`src/rtl/mmio_pkg.sv`:
```
// Shared MMIO address map, direction codes, debounce state encoding and reset position.
package mmio_pkg;

    localparam logic [16:0] AddrDmemLimit = 17'd4096;
    localparam logic [16:0] AddrDir       = 17'd4100;
    localparam logic [16:0] AddrPosX      = 17'd4200;
    localparam logic [16:0] AddrPosY      = 17'd4201;
    localparam logic [16:0] AddrFrame     = 17'd4202;

    localparam logic [2:0] DirNone  = 3'd0;
    localparam logic [2:0] DirUp    = 3'd1;
    localparam logic [2:0] DirRight = 3'd2;
    localparam logic [2:0] DirDown  = 3'd3;
    localparam logic [2:0] DirLeft  = 3'd4;

    localparam logic [31:0] ResetPos = 32'd240;

    typedef enum logic [1:0] {
        StIdle,
        StCount,
        StAccept
    } db_state_e;

    // Button pattern bit order is {left, down, right, up}; chords and no-press map to none.
    function automatic logic [2:0] dir_map(input logic [3:0] buttons);
        logic [2:0] code;
        case (buttons)
            4'b0001: code = DirUp;
            4'b0010: code = DirRight;
            4'b0100: code = DirDown;
            4'b1000: code = DirLeft;
            default: code = DirNone;
        endcase
        return code;
    endfunction

endpackage

```
`src/rtl/mmio_if.sv`:
```
// Processor-side MMIO/DMEM bus: address, store data and enable in, gated enable and read data out.
interface mmio_if;

    logic [16:0] address_dmem;
    logic [31:0] data;
    logic        wren;
    logic        dmem_wren;
    logic [31:0] proc_data_in;

    modport master (
        output address_dmem,
        output data,
        output wren,
        input  dmem_wren,
        input  proc_data_in
    );

    modport slave (
        input  address_dmem,
        input  data,
        input  wren,
        output dmem_wren,
        output proc_data_in
    );

endinterface

```
`src/rtl/dir_debounce.sv`:
```
// Debounces the 4-bit direction pattern and publishes a direction code once it has been stable.
module dir_debounce
    import mmio_pkg::*;
#(
    parameter int unsigned DEBOUNCE_CYCLES = 4
) (
    input  logic       clock,
    input  logic       reset,
    input  logic [3:0] buttons,
    output logic [2:0] dir_code
);

    localparam int unsigned CntW = (DEBOUNCE_CYCLES > 1) ? $clog2(DEBOUNCE_CYCLES) : 1;
    localparam logic [CntW-1:0] CntLast = CntW'(DEBOUNCE_CYCLES - 1);

    db_state_e       state_q, state_d;
    logic [CntW-1:0] cnt_q, cnt_d;
    logic [3:0]      pat_q, pat_d;
    logic [2:0]      code_q, code_d;
    logic            changed;

    assign changed = (buttons != pat_q);

    always_ff @(negedge clock or posedge reset) begin
        if (reset) begin
            state_q <= StIdle;
            cnt_q   <= '0;
            pat_q   <= '0;
            code_q  <= DirNone;
        end else begin
            state_q <= state_d;
            cnt_q   <= cnt_d;
            pat_q   <= pat_d;
            code_q  <= code_d;
        end
    end

    always_comb begin
        state_d = state_q;
        cnt_d   = cnt_q;
        pat_d   = pat_q;
        code_d  = code_q;
        unique case (state_q)
            StIdle: begin
                if (changed) begin
                    state_d = StCount;
                    cnt_d   = '0;
                    pat_d   = buttons;
                end
            end
            StCount: begin
                if (changed) begin
                    cnt_d = '0;
                    pat_d = buttons;
                end else if (cnt_q == CntLast) begin
                    state_d = StAccept;
                end else begin
                    cnt_d = cnt_q + CntW'(1);
                end
            end
            StAccept: begin
                code_d  = dir_map(pat_q);
                state_d = StIdle;
            end
            default: state_d = StIdle;
        endcase
    end

    assign dir_code = code_q;

endmodule

```
`src/rtl/mmio_ctrl.sv`:
```
// MMIO controller: DMEM write gating, clamped position registers, frame snapshot and readback.
module mmio_ctrl
    import mmio_pkg::*;
#(
    parameter int unsigned DEBOUNCE_CYCLES = 4,
    parameter int unsigned X_MAX           = 639,
    parameter int unsigned Y_MAX           = 479
) (
    input  logic        clock,
    input  logic        reset,
    mmio_if.slave       bus,
    input  logic        upSig,
    input  logic        rightSig,
    input  logic        downSig,
    input  logic        leftSig,
    input  logic        vsync,
    output logic [31:0] player0_x,
    output logic [31:0] player0_y,
    output logic [31:0] frame_count
);

    function automatic logic [31:0] clamp(input logic [31:0] value, input logic [31:0] limit);
        if (value[31]) return '0;
        if (value > limit) return limit;
        return value;
    endfunction

    logic [2:0]  dir_code;
    logic [31:0] pos_x_q, pos_y_q, snap_x_q, snap_y_q, frame_q;
    logic [31:0] rdata_q, rdata_d;
    logic [2:0]  vsync_q;
    logic        frame_start;

    dir_debounce #(
        .DEBOUNCE_CYCLES(DEBOUNCE_CYCLES)
    ) u_dir_debounce (
        .clock   (clock),
        .reset   (reset),
        .buttons ({leftSig, downSig, rightSig, upSig}),
        .dir_code(dir_code)
    );

    assign bus.dmem_wren = bus.wren && (bus.address_dmem < AddrDmemLimit);

    // vsync_q[1:0] is the synchronizer; vsync_q[2] is the previous synchronized level.
    assign frame_start = vsync_q[1] & ~vsync_q[2];

    always_comb begin
        rdata_d = rdata_q;
        if (!bus.wren) begin
            case (bus.address_dmem)
                AddrDir:   rdata_d = {29'b0, dir_code};
                AddrPosX:  rdata_d = pos_x_q;
                AddrPosY:  rdata_d = pos_y_q;
                AddrFrame: rdata_d = frame_q;
                default:   rdata_d = rdata_q;
            endcase
        end
    end

    // Snapshot reads the pre-edge positions, so a coincident store lands in the next frame.
    always_ff @(negedge clock or posedge reset) begin
        if (reset) begin
            pos_x_q  <= ResetPos;
            pos_y_q  <= ResetPos;
            snap_x_q <= ResetPos;
            snap_y_q <= ResetPos;
            frame_q  <= '0;
            rdata_q  <= '0;
            vsync_q  <= '0;
        end else begin
            vsync_q <= {vsync_q[1:0], vsync};
            rdata_q <= rdata_d;
            if (frame_start) begin
                snap_x_q <= pos_x_q;
                snap_y_q <= pos_y_q;
                frame_q  <= frame_q + 32'd1;
            end
            if (bus.wren && bus.address_dmem == AddrPosX) pos_x_q <= clamp(bus.data, 32'(X_MAX));
            if (bus.wren && bus.address_dmem == AddrPosY) pos_y_q <= clamp(bus.data, 32'(Y_MAX));
        end
    end

    assign bus.proc_data_in = rdata_q;
    assign player0_x        = snap_x_q;
    assign player0_y        = snap_y_q;
    assign frame_count      = frame_q;

endmodule

```
`src/flat_wrapper.sv`:
```
// flat-port wrapper written by rule: the top's interface ports become plain ports
module mmio_ctrl_flat import mmio_pkg::*;
#(
    parameter int unsigned DEBOUNCE_CYCLES = 4,
    parameter int unsigned X_MAX           = 639,
    parameter int unsigned Y_MAX           = 479
)
  (clock, reset, upSig, rightSig, downSig, leftSig, vsync, player0_x, player0_y, frame_count, bus_address_dmem, bus_data, bus_wren, bus_dmem_wren, bus_proc_data_in);
  mmio_if bus_i ();
  input  logic clock;
  input  logic reset;
  input  logic upSig;
  input  logic rightSig;
  input  logic downSig;
  input  logic leftSig;
  input  logic vsync;
  output logic [31:0] player0_x;
  output logic [31:0] player0_y;
  output logic [31:0] frame_count;
  input wire logic [$bits(bus_i.address_dmem)-1:0] bus_address_dmem;
  input wire logic [$bits(bus_i.data)-1:0] bus_data;
  input wire logic [$bits(bus_i.wren)-1:0] bus_wren;
  output wire logic [$bits(bus_i.dmem_wren)-1:0] bus_dmem_wren;
  output wire logic [$bits(bus_i.proc_data_in)-1:0] bus_proc_data_in;
  assign bus_i.address_dmem = bus_address_dmem;
  assign bus_i.data = bus_data;
  assign bus_i.wren = bus_wren;
  assign bus_dmem_wren = bus_i.dmem_wren;
  assign bus_proc_data_in = bus_i.proc_data_in;
  mmio_ctrl #(.DEBOUNCE_CYCLES(DEBOUNCE_CYCLES), .X_MAX(X_MAX), .Y_MAX(Y_MAX)) u_core (.clock(clock), .reset(reset), .bus(bus_i), .upSig(upSig), .rightSig(rightSig), .downSig(downSig), .leftSig(leftSig), .vsync(vsync), .player0_x(player0_x), .player0_y(player0_y), .frame_count(frame_count));
endmodule
```
`config.mk`:
```
export PLATFORM = sky130hd
export DESIGN_NAME = mmio_ctrl_flat
export DESIGN_NICKNAME = d
export VERILOG_FILES = /design/src/rtl/mmio_pkg.sv /design/src/rtl/mmio_if.sv /design/src/rtl/dir_debounce.sv /design/src/rtl/mmio_ctrl.sv /design/src/flat_wrapper.sv
export SDC_FILE = /design/constraint.sdc
export NUM_CORES = 1
export LEC_CHECK = 0
export BUFFER_PORTS_ARGS = -buffer_cell sky130_fd_sc_hd__buf_4
export CAP_MARGIN = 40
export CORE_ASPECT_RATIO = 0.5
export CORE_MARGIN = 4
export CORE_UTILIZATION = 50
export DETAILED_ROUTE_END_ITERATION = 8
export GPL_TIMING_DRIVEN = 0
export PLACE_DENSITY = 0.74
export SLEW_MARGIN = 40
export SYNTH_ARGS = -nofsm -noshare
export SYNTH_HDL_FRONTEND = slang
export SYNTH_SLANG_ARGS = --single-unit
```
`constraint.sdc`:
```
create_clock -name clock -period 6.8 [get_ports clock]
set_clock_uncertainty 0.1 [all_clocks]
set_input_delay 0.68 -clock clock [delete_from_list [all_inputs] [get_ports clock]]
set_output_delay 0.68 -clock clock [all_outputs]
set_load 0.05 [all_outputs]
```
# After elaboration in Yosys (flattened, before gate mapping)
# Cells that the tools add are included.
[classes] muxes=26 reduce_logical=11 eq_ne=16 n_bitwise=3 addsub=2 magnitude_cmp=3
[ops] op="32-bit 2-to-1 mux" count=7
[ops] op="32-bit one-hot mux with 4 select lines" count=1
[ops] op="17-bit by 13-bit equality test with 1-bit output, second input constant" count=4
[ops] op="32-bit by 1-bit adder with 32-bit output, second input constant" count=1
[ops] op="32-bit by 10-bit greater-than comparator with 1-bit output, second input constant" count=1
[ops] op="32-bit by 9-bit greater-than comparator with 1-bit output, second input constant" count=1
[ops] op="17-bit by 13-bit less-than comparator with 1-bit output, second input constant" count=1
[ops] op="2-bit 2-to-1 mux" count=6
[ops] op="3-bit one-hot mux with 4 select lines" count=1
[ops] op="1-bit 2-to-1 mux" count=9
[ops] op="2-bit one-hot mux with 2 select lines" count=2
[ops] op="2-bit inequality test, second input constant" count=3
[ops] op="3-bit AND reduction" count=2
[ops] op="2-bit equality test, second input constant" count=2
[ops] op="4-bit by 1-bit equality test with 1-bit output, second input constant" count=1
[ops] op="4-bit by 2-bit equality test with 1-bit output, second input constant" count=1
[ops] op="4-bit by 3-bit equality test with 1-bit output, second input constant" count=1
[ops] op="4-bit equality test, second input constant" count=1
[ops] op="4-bit inequality test" count=1
[ops] op="2-bit AND reduction" count=2
[ops] op="4-bit nonzero test" count=1
[ops] op="1-bit logical AND" count=3
[ops] op="3-bit inequality test, second input constant" count=1
[ops] op="2-bit by 1-bit adder with 2-bit output, second input constant" count=1
[ops] op="other kinds (6)" count=7
[word_totals] reg_bits=206 input_bits=57 word_cells=72 output_inout_bits=129

# Logic depth before layout (Yosys ltp)
# Gate-level depths: netlist (run 1).
[depth] ltp_word=7 ltp_mapped=8 mapped_depth_nobuf=6

# Modules after synthesis
# Synthesis (run 1) repeated with hierarchy kept, for this count alone.
[hier_totals] cells_unflattened=807 hier_area_um2=8429.3
[modules_own_cells] mod="mmio_ctrl" cells_per_inst=762 instances=1 seq_area_each_um2=4799.6 area_each_um2=7896.3
[modules_own_cells] mod="dir_debounce" cells_per_inst=45 instances=1 seq_area_each_um2=275.3 area_each_um2=533.0

==> results by group, run 1 <==
Status
  • Outcome: complete, no violations

Setup path
  • Slowest stage delay, CP: 0.65 ns
  • Required time of the worst setup path: 3.62 ns
  • Worst-path fanout max: 10
  • CP Class: input pin to register
  • Setup crit start kind: input pin
  • Crit-path slowest cell: or4_1
  • WP data arrival: 2.90 ns
  • Cells along the critical path: buf_4 > or4_1 > nor3_2 > nand3b_1 > buf_2 > buf_2 > o2bb2ai_1
  • Cell mode on critical path: buf_2
  • Critical path endpoint category: register

GRT
  • First-pass GRT wire length: 37100 um
  • Overall Global Routing Usage: 23.3%
  • Vias in the first global route: 6948
  • Pin count of the biggest net entering global routing: 27
  • Overflow after GRT: 0
  • Initial antenna violation count: 0

Detailed routing
  • Via count: 6807
  • Total wire length: 23000 um
  • Wire length per cell: 17.6 um
  • Final ANT Viol Nets: 0
  • Pre-Repair DR Iteration Count: 5
  • First DRT Iteration DRCs: 443
  • DRC Markers: 0
  • Vias per inst: 5.20

Final layout
  • Area grow syn2layout: 29.7%
  • Most common cell after layout, fill and taps aside: nand2_1
  • ANT cells: 0
  • Layout cells sized above 1: 25.1%
  • Post-layout net count: 1128
  • Most frequent cells in the layout: 210 x nand2_1, 186 x dfrtn_1, 185 x buf_4
  • Final Non-Filler Cells: 1308

Clocking
  • Worst-Skew Late Latency: 0.55 ns
  • CTS Hold Buffers Added: 0
  • Post-cts gate resize count: 0
  • H-tree Lvls: 1
  • CTS Buffer Depth: 3
  • Total CTS buffers: 19
  • CTS clk-pin slew, worst paths: 0.05 ns
  • Postcts setup bufs: 0
  • Root Driver: clkbuf_16
  • CTS tree: built
  • Clk sinks: 202

Power and ir drop
  • Sw power: 652 uW
  • Combinational cell fraction of total power: 8.1%
  • Leak Pwr: 0.00594 uW
  • Switching part of the total: 24.6%
  • P_int: 2000 uW
  • Tot Pwr: 2660 uW
  • Cell Pwr Density: 235 mW/mm^2
  • Clock share of power: 44.3%
  • Seq pwr share: 47.6%
  • Peak VDD IR: 0.162 mV

Floorplanning
  • Die height: 101 um
  • Die X-Extent: 195 um
  • Starting Density: 52.0%
  • Core area: 0.0167 sq mm
  • I/O pin total: 186
  • # rows: 33
  • Die Area: 0.0197 sq mm

STA
  • Max_slew headroom: 43.6%
  • Hold slack: 0.197 ns
  • Slew at the pin closest to its max-slew limit: 0.845 ns
  • Setup violations, final: 0
  • Slew Limit Fails: 0
  • RSZ-0062 raised after global routing: no
  • Hold Violations, Final: 0

Placed design
  • GP Congestion: 0.822
  • Hpwl dp: 17100 um
  • Post-Place Cells: 1260
  • PortBufs: 181

Synth
  • Post-synth cell types: 54
  • Synth Instances: 842
  • FFs w/ async S/R, synth: 100%
  • Synthesized cell area: 0.00870 sq mm
  • Most used flip-flop cell after synthesis: dfrtn_1
  • Sequential area share after synthesis: 58.4%
  • Mean post-synth cell area: 10.3 sq um
  • YS warnings: 0
  • Synth Register Bits: 202
  • Post-synth EDFFs: 0

Min path
  • Hold Crit Class: register to register

Run
  • Max Cap Viol: 0
[area by class of cell]
cell class              instances  area [sq um]
well taps                     227           284
multi-input cells             569          3300
flip-flops and latches        202          5070
clock inverters                27           214
fillers                      1313          5450
repair buffers                190          1570
plain buffers                  43           216
inverters                      28           109
clock buffers                  22           507
[state kept, by name, summed over array words and instances (netlist names)]
signal / cells
u_core.frame_count: 32
u_core.pos_x_q: 31
u_core.u_dir_debounce.cnt_q: 2
u_core.vsync_q: 3
u_core.u_dir_debounce.dir_code: 3
u_core.u_dir_debounce.state_q: 2
u_core.player0_y: 31
u_core.pos_y_q: 31
u_core.bus.proc_data_in: 32
u_core.player0_x: 31
u_core.u_dir_debounce.pat_q: 4
[synth_stat cells (all sizes together) (9+ instances only)]
master	instances	share of area (%)
o2bb2ai	18	1.8
nor2b	24	1.7
a21oi	35	2.0
mux2i	50	5.8
buf	18	1.4
dfstp	16	4.8
clkbuf	25	1.1
xor2	13	1.3
nor2	53	2.3
and2	26	1.9
xnor2	24	2.4
nand2	210	9.1
dfrtn	186	54
mux2	10	1.3
nor3	10	0.76
inv	29	1.3
o21ai	14	0.81
nand3	9	0.52
[logic make-up after synthesis]
logic type               after synthesis  synth area share [%]
AND/OR/NAND/NOR                      390                  21.2
buffers and inverters                 72                  3.71
multiplexers                          60                  7.05
other                                  1                0.0431
flip-flops                           202                  58.4
adder cells (fa/ha/maj)                2                 0.288
AO/OA/AOI/OAI                         78                  5.65
XOR/XNOR                              37                  3.73
[metal layers]
layer  up-vias  share of wire [%]  track usage (%)
met5         -                  0                0
met1      3328                 47             34.3
met3        39                5.8             3.62
met2       217                 45             37.0
met4         0                2.1             6.05
li1       3223                  -                -
[power by group through the flow]
stage	logic, uW	registers (uW)	clock network [uW]
6_report	215	1260	1180
5_1_grt	232	1270	1270
4_1_cts	218	1260	1200
3_5_place_dp	217	1280	15.3
3_3_place_gp	197	1280	15.3
2_1_floorplan	72.0	1320	15.3
[worst paths after layout]
check | startpoint | to | slack (ns) | cells past startpoint
worst max-delay path | bus_address_dmem[4] | u_core.bus.proc_data_in[3] | 0.72 | 7
worst min-delay path | u_core.vsync_q[0] | u_core.vsync_q[1] | 0.20 | 0
worst max register to register | u_core.frame_count[0] | u_core.frame_count[27] | 4.26 | 6
worst min register to register | u_core.vsync_q[0] | u_core.vsync_q[1] | 0.20 | 0
max in group asynchronous | reset | u_core.pos_x_q[6] | 2.14 | 6
min in group asynchronous | reset | u_core.player0_y[14] | 3.32 | 2
[through the flow]
| step | area [sq um] | util, % | setup slack, ns | TNS (ns) |
|---|---|---|---|---|
| 4_1_cts | 11300 | 67.4 | 0.725 | 0 |
| 6_report | 11300 | 67.4 | 0.724 | 0 |
| 3_5_place_dp | 10600 | 63.1 | 0.215 | 0 |
| 5_1_grt | 11300 | 67.4 | 0.627 | 0 |
| 2_1_floorplan | 8700 | - | 0.147 | 0 |
| 3_3_place_gp | 10300 | 61.9 | -0.955 | -176.72 |
[worst max-delay path: cells and delay by family]
| family | cells | cell delay [ns] |
|---|---|---|
| compound gates | 1 | 0.15 |
| buf+inv | 3 | 0.69 |
| simple gates | 3 | 1.37 |
Note: power is estimated with default switching activity, not from simulation.
==> inputs of run 2 (changes only) <==
Settings changed: CORE_UTILIZATION 50 to 40, PLACE_DENSITY 0.74 to unset.
==> results by group, run 2 (same netlist as run 1, synthesis figures left out) <==
STA
  • RSZ-0062 raised after global routing: no
  • Hold Violations, Final: 0 (unchanged)
  • Slew Limit Fails: 0 (unchanged)
  • Max_slew headroom: 41.8% (-1.9 points)
  • Slew at the pin closest to its max-slew limit: 0.874 ns (+0.0281 ns)
  • Setup violations, final: 0 (unchanged)
  • Setup slack after layout: 0.758 ns (+0.0346 ns)

Floorplanning
  • Core area: 0.0209 sq mm (+25%)
  • Starting Density: 41.6% (-10 points)
  • Die X-Extent: 217 um (+11%)
  • Die Area: 0.0243 sq mm (+23%)
  • Die height: 112 um (+11%)
  • # rows: 37 (+12%)
  • I/O pin total: 186 (unchanged)

Clocking
  • Clk sinks: 202 (unchanged)
  • Total CTS buffers: 19 (unchanged)
  • Postcts setup bufs: 0 (unchanged)
  • CTS clk-pin slew, worst paths: 0.05 ns (about the same)
  • CTS Hold Buffers Added: 0 (unchanged)
  • CTS Buffer Depth: 3 (unchanged)
  • Post-cts gate resize count: 0 (unchanged)
  • H-tree Lvls: 1 (unchanged)
  • Worst-Skew Late Latency: 0.56 ns (about the same)
  • CTS tree: built
  • Root Driver: clkbuf_16

Power and ir drop
  • Tot Pwr: 2590 uW (-2.6%)
  • Leak Pwr: 0.00593 uW (-0.18%)
  • Peak VDD IR: 0.100 mV (-38%)
  • Cell Pwr Density: 229 mW/mm^2 (-2.8%)

Placed design
  • PortBufs: 181 (unchanged)
  • Post-DP Area: 0.0106 sq mm (+0.84%)
  • Dpl ws: 0.222 ns (+0.00721 ns)
  • GP Congestion: 0.850 (+3.3%)
  • Hpwl dp: 18100 um (+5.6%)

Setup path
  • Worst reg2reg path startpoint: u_core.frame_count[0]
  • Required time of the worst setup path: 3.62 ns (about the same)
  • Setup crit start kind: input pin
  • Worst Setup SP: bus_address_dmem[4]
  • Worst-path fanout max: 10 (unchanged)
  • Worst setup path end: u_core.bus.proc_data_in[28]
  • R2R Setup Slk: 4.33 ns (+0.07 ns)
  • CP Class: input pin to register
  • Critical path endpoint category: register
  • WP data arrival: 2.87 ns (-0.03 ns)
  • RR Endpoint: u_core.frame_count[22]
  • Reg2Reg Depth: 7 (+1)

Final layout
  • Most frequent cells in the layout: 210 x nand2_1, 186 x dfrtn_1, 185 x buf_4
  • Area grow syn2layout: 30.0%
  • Footprint of the multi-input gates: 0.00330 sq mm (unchanged)
  • # fillers: 1929 (+47%)
  • Layout cells sized above 1: 25.3% (+0.21 points)
  • Design Area, Final: 0.0113 sq mm (+0.29%)
  • Final Util: 54.0% (-13 points)
  • Post-layout net count: 1128 (unchanged)
  • Sequential cell area: 0.00507 sq mm (unchanged)
  • ANT cells: 0 (unchanged)
  • Most common cell after layout, fill and taps aside: nand2_1

GRT
  • GR peak layer: met2
  • Overall Global Routing Usage: 19.8% (-3.5 points)
  • Grt met3 use: 3.16% (-0.46 points)
  • Pin count of the biggest net entering global routing: 27 (unchanged)
  • Initial antenna violation count: 0 (unchanged)
  • Met1 GRT Util: 29.5% (-4.7 points)
  • Vias in the first global route: 6874 (-1.1%)
  • First-pass GRT wire length: 38900 um (+4.9%)
  • Overflow after GRT: 0 (unchanged)
  • Met2 usage: 31.0% (-6.0 points)

Min path
  • Hold path depth: 0 (unchanged)
  • Hold Crit Class: register to register

Detailed routing
  • Via count: 6756 (-0.75%)
  • Total wire length: 24000 um (+4.2%)
  • Wire length per cell: 17.5 um (-0.66%)
  • Pre-Repair DR Iteration Count: 5 (unchanged)
  • Vias per inst: 4.92 (-5.4%)
  • First DRT Iteration DRCs: 491 (+11%)
  • Final ANT Viol Nets: 0 (unchanged)
  • DRC Markers: 0 (unchanged)

Run
  • Max Cap Viol: 0 (unchanged)

Status
  • Outcome: complete, no violations
run 2: changes by cell type in the layout (fill, tap and decap cells not counted), sizes merged:
cell,previous run,this run
clkinvlp,2,1
clkbuf,48,49
bufinv,4,2
inv,43,44
run 2: worst min path at each step:
stage,endpoint,slack [ns],startpoint
floorplan,u_core.vsync_q[1],0.19,u_core.vsync_q[0]
global placement,u_core.vsync_q[1],0.23,u_core.vsync_q[0]
detailed placement,u_core.vsync_q[1],0.22,u_core.vsync_q[0]
CTS,u_core.vsync_q[1],0.22,u_core.vsync_q[0]
global route,u_core.vsync_q[1],0.22,u_core.vsync_q[0]
finish,u_core.vsync_q[1],0.22,u_core.vsync_q[0]
run 2: critical path, cell delays in order:
cell       delay, ns
buf_4           0.10
or4_1           0.65
nor3_2          0.35
nand3b_1        0.34
buf_2           0.35
buf_2           0.24
o2bb2ai_1       0.15
run 2: layout make-up:
class | count | area share, %
Clock inverter | 25 | 1.36
Sequential cell | 202 | 44.9
Clock buffer | 23 | 4.51
Tap cell | 292 | 3.23
Timing Repair Buffer | 190 | 13.9
Buffer | 43 | 1.91
Inverter | 28 | 0.963
Multi-Input combinational cell | 569 | 29.2
run 2: metal layers:
layer	vias up	wire length, um
met3	28	1020
li1	3232	-
met5	-	0
met1	3347	11800
met2	149	10800
met4	0	381
run 2: report_power, final:
group          switching (uW)  internal (uW)  total, uW
logic                     140           78.5        219
clock network             486            622       1110
registers                33.6           1230       1260
run 2: metrics by stage:
stage / TNS (ns) / std cells / hold WS (ns)
2_1_floorplan: 0 / 843 / 0.192
3_3_place_gp: -196.02 / 1316 / 0.228
3_5_place_dp: 0 / 1325 / 0.221
4_1_cts: 0 / 1372 / 0.221
5_1_grt: 0 / 1372 / 0.224
6_report: 0 / 1372 / 0.219
==> inputs of run 3 (changes only) <==
Settings changed: ABC_AREA set to 1.
==> results by group, run 3 <==
GRT
  • Met2 usage: 35.3% (+4.3 points)
  • Overflow after GRT: 0 (unchanged)
  • Initial antenna violation count: 2 (+2)
  • Grt met3 use: 3.33% (+0.17 points)
  • Overall Global Routing Usage: 23.0% (+3.2 points)
  • Vias in the first global route: 8041 (+17%)
  • GR peak layer: met2
  • Pin count of the biggest net entering global routing: 24 (-11%)
  • First-pass GRT wire length: 46100 um (+18%)
  • Met1 GRT Util: 34.7% (+5.1 points)

Clocking
  • CTS Buffer Depth: 3 (unchanged)
  • Post-cts gate resize count: 0 (unchanged)
  • CTS tree: built
  • Postcts setup bufs: 0 (unchanged)
  • Root Driver: clkbuf_16
  • Clk sinks: 202 (unchanged)
  • Total CTS buffers: 19 (unchanged)
  • CTS clk-pin slew, worst paths: 0.05 ns (about the same)
  • CTS Hold Buffers Added: 0 (unchanged)
  • H-tree Lvls: 1 (unchanged)
  • Worst-Skew Late Latency: 0.56 ns (about the same)

Floorplanning
  • Die Area: 0.0253 sq mm (+3.9%)
  • # rows: 38 (+2.7%)
  • Starting Density: 41.2% (-0.32 points)
  • Die height: 114 um (+1.9%)
  • I/O pin total: 186 (unchanged)
  • Core area: 0.0220 sq mm (+5.0%)
  • Die X-Extent: 221 um (+2.0%)

Setup path
  • RR Endpoint: u_core.player0_y[14]
  • Reg2Reg Depth: 5 (-2)
  • Critical path endpoint category: register
  • CP Class: input pin to register
  • Setup crit start kind: input pin
  • WP data arrival: 2.42 ns (-0.45 ns)
  • Worst-path fanout max: 10 (unchanged)
  • Worst reg2reg path startpoint: u_core.vsync_q[2]
  • Required time of the worst setup path: 3.64 ns (+0.02 ns)
  • R2R Setup Slk: 4.41 ns (+0.08 ns)

Synth
  • FFs w/ async S/R, synth: 100% (unchanged)
  • Most frequent cells after synthesis: 259 x nand2_1, 186 x dfrtn_1, 134 x nor2_1
  • Share of the synthesized area in the top cell type: 51.4% (-2.1 points)
  • Post-synth cell types: 37 (-31%)
  • Post-synth EDFFs: 0 (unchanged)
  • Synthesized cell area: 0.00906 sq mm (+4.2%)
  • Sequential area share after synthesis: 56.0% (-2.3 points)
  • Most used flip-flop cell after synthesis: dfrtn_1
  • Post-synth top area cell: dfrtn_1
  • Synth Register Bits: 202 (unchanged)
  • YS warnings: 0 (unchanged)
  • Mean post-synth cell area: 8.59 sq um (-17%)
  • Top area cells in the synthesized netlist: dfrtn_1 51%, nand2_1 11%, nor2_1 5.6%
  • Synth Instances: 1054 (+25%)
  • Count leader, synth: nand2_1

Final layout
  • # fillers: 2121 (+10%)
  • Layout cells sized above 1: 22.3% (-3.0 points)
  • Post-layout net count: 1343 (+19%)
  • Most frequent cells in the layout: 259 x nand2_1, 190 x buf_4, 186 x dfrtn_1
  • Design Area, Final: 0.0117 sq mm (+3.8%)
  • Final Util: 53.5% (-0.58 points)
  • Sequential cell area: 0.00507 sq mm (unchanged)
  • Most common cell after layout, fill and taps aside: nand2_1
  • Footprint of the multi-input gates: 0.00336 sq mm (+1.9%)
  • Area grow syn2layout: 29.6%

STA
  • Setup slack after layout: 1.21 ns (+0.453 ns)
  • RSZ-0062 raised after global routing: no
  • Hold Violations, Final: 0 (unchanged)
  • Max_slew headroom: 48.7% (+6.9 points)
  • Setup violations, final: 0 (unchanged)
  • Slew at the pin closest to its max-slew limit: 0.770 ns (-0.104 ns)
  • Slew Limit Fails: 0 (unchanged)

Detailed routing
  • Final ANT Viol Nets: 0 (unchanged)
  • Via count: 8107 (+20%)
  • Total wire length: 29200 um (+22%)
  • DRC Markers: 0 (unchanged)
  • Pre-Repair DR Iteration Count: 5 (unchanged)
  • Wire length per cell: 18.3 um (+4.6%)
  • Vias per inst: 5.08 (+3.2%)
  • First DRT Iteration DRCs: 615 (+25%)

Power and ir drop
  • Leak Pwr: 0.00599 uW (+1.1%)
  • Cell Pwr Density: 252 mW/mm^2 (+10%)
  • Peak VDD IR: 0.113 mV (+12%)

Min path
  • Hold Path Sink: u_core.vsync_q[1]
  • Hold path depth: 0 (unchanged)
  • Hold_sp: u_core.vsync_q[0]
  • Hold Crit Class: register to register

Placed design
  • GP Congestion: 0.873 (+2.8%)
  • PortBufs: 183 (+1.1%)
  • Post-DP Area: 0.0111 sq mm (+4.1%)
  • Dpl ws: 0.740 ns (+0.518 ns)
  • Hpwl dp: 22900 um (+27%)

Status
  • Outcome: complete, no violations

Run
  • Max Cap Viol: 0 (unchanged)
[run 3: cell types whose count changed in the layout (fill, tap and decap cells not counted), moves of 19 or more]
cell     delta
nand3_1    +26
nand4_1    +39
nor3_1     +19
inv_1      +77
xnor2_1    -19
and2_1     -26
nor2_1     +81
a21oi_1    -33
nand2_1    +49
mux2i_1    -50
nor2b_1    -24
o21ai_0    +75
[run 3: metrics by stage]
stage               TNS (ns)  instances  power (uW)  hold WS (ns)
floorplan                  0       1055        1680         0.192
global placement     -198.04       1538        1860         0.196
detailed placement         0       1548        1890         0.195
CTS                        0       1595        2980         0.195
global route               0       1595        3080         0.205
finish                     0       1596        2960         0.195
[run 3: per-layer routing]
metal / up-vias / wire length [um]
met5: - / 0
met4: 0 / 741
met3: 51 / 1560
met2: 257 / 12600
met1: 3931 / 14300
li1: 3868 / -
[run 3: layout make-up]
class	count	area share (%)
tap	300	3.20
inverter	115	3.71
clock buffer	25	4.24
sequential	202	43.2
clock inverter	23	1.39
buffer	38	1.61
antenna	1	0.0213
multi-input combinational	699	28.6
timing repair buffer	193	14.0
[run 3: power breakdown]
group | total [uW] | switching [uW] | internal (uW)
sequential | 1340 | 63.0 | 1280
combinational | 508 | 357 | 151
clock | 1110 | 487 | 625
[run 3: cells by family after synthesis]
family	count (synthesis)	share of synthesized area, %
fa+ha+maj	2	0.276
flops	202	56.0
simple gates	533	26.0
compound gates	135	8.11
xor+xnor	27	2.61
buf+inv	154	6.89
other cells	1	0.0414
[run 3: worst max-delay path by stage]
| stage | from | depth (start not counted) | end | slack [ns] |
|---|---|---|---|---|
| finish | bus_address_dmem[6] | 10 | u_core.bus.proc_data_in[11] | 1.21 |
| global route | bus_address_dmem[6] | 10 | u_core.bus.proc_data_in[11] | 1.16 |
| CTS | u_core.frame_count[27] | 1 | frame_count[27] | 1.25 |
| detailed placement | bus_address_dmem[6] | 10 | u_core.bus.proc_data_in[11] | 0.74 |
| global placement | reset | 2 | u_core.u_dir_debounce.cnt_q[1] | -1.08 |
| floorplan | reset | 1 | u_core.bus.proc_data_in[0] | 0.15 |
[run 3: critical path, cell delays in order]
cell and delay (ns):
buf_4 0.11, nand2_1 0.07, inv_2 0.04, nand2_2 0.17, nor2_4 0.10, nand3_2 0.22, buf_1 0.55, nor2_1 0.09
o21ai_0 0.29, nand2_1 0.08
